==> config.mk <==
export PLATFORM = sky130hd
export DESIGN_NAME = demux1to4_stream
export DESIGN_NICKNAME = d
export VERILOG_FILES = /design/src/rtl/demux1to4_stream.sv
export SDC_FILE = /design/constraint.sdc
export NUM_CORES = 1
export LEC_CHECK = 0
export ABC_AREA = 0
export CORE_MARGIN = 3
export CORE_UTILIZATION = 43
export DETAILED_ROUTE_END_ITERATION = 8
export HOLD_SLACK_MARGIN = 0.15
export PLACE_DENSITY = 0.78
export SLEW_MARGIN = 20
export SYNTH_ARGS = -nofsm -noshare
export SYNTH_HDL_FRONTEND = slang
export SYNTH_SLANG_ARGS = --single-unit
==> constraint.sdc <==
create_clock -name clk -period 1.86 [get_ports clk]
set_input_delay 0.465 -clock clk [delete_from_list [all_inputs] [get_ports clk]]
set_output_delay 0.465 -clock clk [all_outputs]
set_load 0.005 [all_outputs]
==> src/rtl/demux1to4_stream.sv <==
// Registered 1-to-4 stream demultiplexer: {s0,s1} steers each input word into one of four
// single-entry output buffers, each with its own valid/ready handshake.
module demux1to4_stream #(
  parameter int unsigned W = 8
) (
  input  logic         clk,
  input  logic         rst,
  input  logic         flush,
  input  logic [W-1:0] in_data,
  input  logic         in_valid,
  output logic         in_ready,
  input  logic         s0,
  input  logic         s1,
  output logic [W-1:0] out0_data,
  output logic [W-1:0] out1_data,
  output logic [W-1:0] out2_data,
  output logic [W-1:0] out3_data,
  output logic         out0_valid,
  output logic         out1_valid,
  output logic         out2_valid,
  output logic         out3_valid,
  input  logic         out0_ready,
  input  logic         out1_ready,
  input  logic         out2_ready,
  input  logic         out3_ready,
  output logic         busy
);

  logic [1:0]   sel;
  logic [3:0]   full_q, full_d;
  logic [3:0]   out_ready;
  logic [3:0]   load;
  logic [3:0]   drain;
  logic [W-1:0] data_q [4];

  assign sel       = {s0, s1};
  assign out_ready = {out3_ready, out2_ready, out1_ready, out0_ready};

  // A full channel still accepts when its consumer drains in the same cycle.
  always_comb begin
    in_ready = ~flush & (~full_q[sel] | out_ready[sel]);
  end

  always_comb begin
    load   = '0;
    drain  = '0;
    full_d = full_q;
    for (int k = 0; k < 4; k++) begin
      load[k]  = in_valid & in_ready & (sel == 2'(k));
      drain[k] = full_q[k] & out_ready[k];
      if (load[k]) begin
        full_d[k] = 1'b1;
      end else if (drain[k]) begin
        full_d[k] = 1'b0;
      end
    end
    if (flush) begin
      full_d = '0;
    end
  end

  always_ff @(posedge clk or posedge rst) begin
    if (rst) begin
      full_q <= '0;
    end else begin
      full_q <= full_d;
    end
  end

  // Data registers are deliberately left alone by flush and by drains.
  always_ff @(posedge clk or posedge rst) begin
    if (rst) begin
      for (int k = 0; k < 4; k++) begin
        data_q[k] <= '0;
      end
    end else begin
      for (int k = 0; k < 4; k++) begin
        if (load[k]) begin
          data_q[k] <= in_data;
        end
      end
    end
  end

  assign out0_data  = data_q[0];
  assign out1_data  = data_q[1];
  assign out2_data  = data_q[2];
  assign out3_data  = data_q[3];
  assign out0_valid = full_q[0];
  assign out1_valid = full_q[1];
  assign out2_valid = full_q[2];
  assign out3_valid = full_q[3];
  assign busy       = |full_q;

endmodule

==> run metrics <==
pre-CTS setup slack -0.641 ns; RR Startpoint full_q[2]; fmax 527 MHz; Layout Nets 186; Crit path max-delay family simple AND/OR/NAND/NOR gates; largest cells by area after synthesis dfrtp_1 (59%), mux2_4 (16%), mux2_2 (12%), buf_6 (2.2%), nand2b_1 (1.7%); dpl hpwl 2670 um; Hold Crit Class flop to flop; placer's final routability congestion estimate 0.832; CP Class input pin to output port; Tightest Pin Transition around 0.45 ns; iteration-0 DRC count of the detailed router 20; share of cells above drive strength 1 38.5%; final setup fails 2; r2r setup slk 0.34 ns; WP buf/inv 2; Post-synth ARST share 100%; clock tree buffer depth 2; Final period util 102%; crit-path max FO 2; syn_area_per_cell 16.3 um^2; Critical R2R Capture out2_data[4]; port bufs 55; area leader, netlist dfrtp_1; Area Overhead vs Synth 51.7%; Initial Utilization a little under half; DRT antenna net count 0; critical path capture point type output port; vias after detailed routing 1,059; status finished with violations; YS warnings 0; GRT Residual Overflow 0; register area share after synthesis 59.4%; clock skew 0.00829 ns; Post-synth EDFFs 0; die height 65.4 um; final setup margin -0.0385 ns; Via-to-Cell Ratio slightly below 5; Total GRT Usage 18.6%; Max transition margin 70.1%; top post-synthesis cells by count dfrtp_1 (36), mux2_2 (16), mux2_4 (16); crit-path max cell delay 0.40 ns; vias in the first global route 1,202; Power Density 970 nW/um^2; Post-Syn Area 1520 um^2; core area 3200 um^2; Tmin final 1.90 ns; WP data arrival 1.43 ns; worst-skew pair later-pin latency 0.34 ns; Synth top area share 59.4%; Seq cells post-synth 36; failing checks negative setup slack; setup TNS -0.0647 ns; FP Rows 20; syn_nets around 110; # hold bufs at CTS 0; Final Max Slew Viols 0; number of remaining DRC errors 0; H-tree lvl count 2; min-delay src out0_data[4]; I/O pins 56; number of CTS-inserted buffers 5; hold path cells 1; clock root cell clkbuf_4; Peak VDD IR 568 uV; RSZ-0062 raised after global routing yes; leak pwr 0.00104 uW; first-pass GRT wire length 5950 um; WP depth 5; DIE WIDTH 65.4 um; reg2reg path depth 6; most numerous cell in the Yosys netlist dfrtp_1; prevailing post-synth register cell dfrtp_1; Worst Hold End out0_data[4]; wire per inst between 15 and 20 um; pin count of the biggest net entering global routing 37; critical path startpoint category input pin; antenna cells 0; drt pass-1 iters 6; worst path required time 1.39 ns; Post-Syn Instances 93; max-cap violation count 0; CP max stage cell or3b_4; initial antenna violation count 0; clock sink count 36; TritonCTS clock tree done; crit-path cells dlygate4sd2_1, or3b_4, a21boi_2, nor4_1, buf_2; post-synth cell types 21; Fin. Hold Viols 0; final wirelength 3570 um; DIE AREA between 4000 and 5000 um^2; Clock transition at path regs ~0.090 ns
[worst max-delay path by stage]
stage / slack (ns) / start / to
after detailed placement: -0.64 / s0 / in_ready
after global routing: -0.13 / full_q[1] / in_ready
after CTS: -0.07 / full_q[1] / in_ready
after global placement: -0.62 / s0 / in_ready
final: -0.04 / s0 / in_ready
after floorplan: 0.25 / s0 / in_ready
[state kept, by name, indices dropped and copies added, names as in the netlist]
name       flops
out0_data      8
out2_data      8
out3_data      8
full_q         4
out1_data      8
[report_power, final]
group	internal, uW	switching, uW	total, uW	leakage (uW)
combinational	479	180	659	0.000556
sequential	942	95.9	1040	0.000439
clock	282	253	535	0.0000422
total	1700	529	2230	0.00104
[kinds of logic (layout without fill, tap and decap cells)]
| group | Yosys count | after routing | share of synthesized area (%) |
|---|---|---|---|
| AOI/OAI and AO/OA | 5 | 5 | 2.31 |
| muxes | 32 | 32 | 27.7 |
| and+or+nand+nor | 16 | 16 | 8.09 |
| buffers and inverters | 4 | 80 | 2.47 |
| DFF | 36 | 36 | 59.4 |
[layout make-up]
| cell class | count | area, um^2 |
|---|---|---|
| clock buffers | 6 | 41.3 |
| clock inverters | 2 | 35.0 |
| fillers | 234 | 902 |
| inverters | 1 | 3.75 |
| multi-input cells | 53 | 604 |
| flip-flops and latches | 36 | 901 |
| well taps | 44 | 55.1 |
| repair buffers | 71 | 661 |
[layer usage]
metal | vias to the layer above | part of all wire [%] | track usage (%)
met2 | 49 | 48 | 30.1
met1 | 513 | 40 | 22.4
met3 | 5 | 11 | 8.89
li1 | 492 | - | -
met4 | 0 | 1.1 | 4.66
met5 | - | 0 | 0
[through the flow]
step           power [uW]  hold WS [ns]  cell area [um^2]  utilization, %  instances
2_1_floorplan        1270         0.504              1520               -         93
3_3_place_gp         1690         0.490              2190            68.5        203
3_5_place_dp         1720         0.490              2190            68.5        203
4_1_cts              2260         0.520              2270            71.0        212
5_1_grt              2360         0.529              2300            71.8        213
6_report             2230         0.518              2300            71.8        213
[what timing repair did]
item	CTS	global route
cloned	0	0
pin swaps	3	1
resized for setup	17	4
hold endpoints to repair	0	0
setup endpoints to repair	2	2
setup buffers	1	1
[layout by cell type, fill, tap and decap left out]
cell / synthesis / layout
nor2b_2: 1 / 1
clkinv_2: 0 / 1
and3_1: 1 / 1
dlymetal6s2s_1: 0 / 1
nand4b_2: 1 / 1
o21ai_0: 1 / 1
nand2b_1: 4 / 2
clkbuf_1: 0 / 1
mux2_2: 16 / 16
nor2_1: 1 / 1
dfrtp_1: 36 / 36
dlygate4sd2_1: 0 / 5
or4_1: 1 / 1
o21bai_1: 3 / 3
buf_6: 3 / 1
clkdlybuf4s50_1: 0 / 47
nor3_1: 1 / 1
clkbuf_4: 0 / 5
buf_2: 0 / 2
bufinv_16: 0 / 1
nand3b_1: 1 / 1
and4_4: 1 / 1
nor4_1: 1 / 1
or3b_4: 0 / 1
and4b_1: 1 / 1
nand2b_4: 0 / 2
mux2_4: 16 / 16
nor3b_2: 0 / 1
inv_1: 1 / 1
buf_4: 0 / 15
a21boi_2: 0 / 1
[worst register-to-register path: stages, from the launching register on]
cell and delay (ns):
dfrtp_1 0.39, buf_4 0.15, nand2b_4 0.07, buf_4 0.10, and4b_1 0.23, buf_4 0.17, mux2_4 0.30
(Power assumes the default switching activity.)
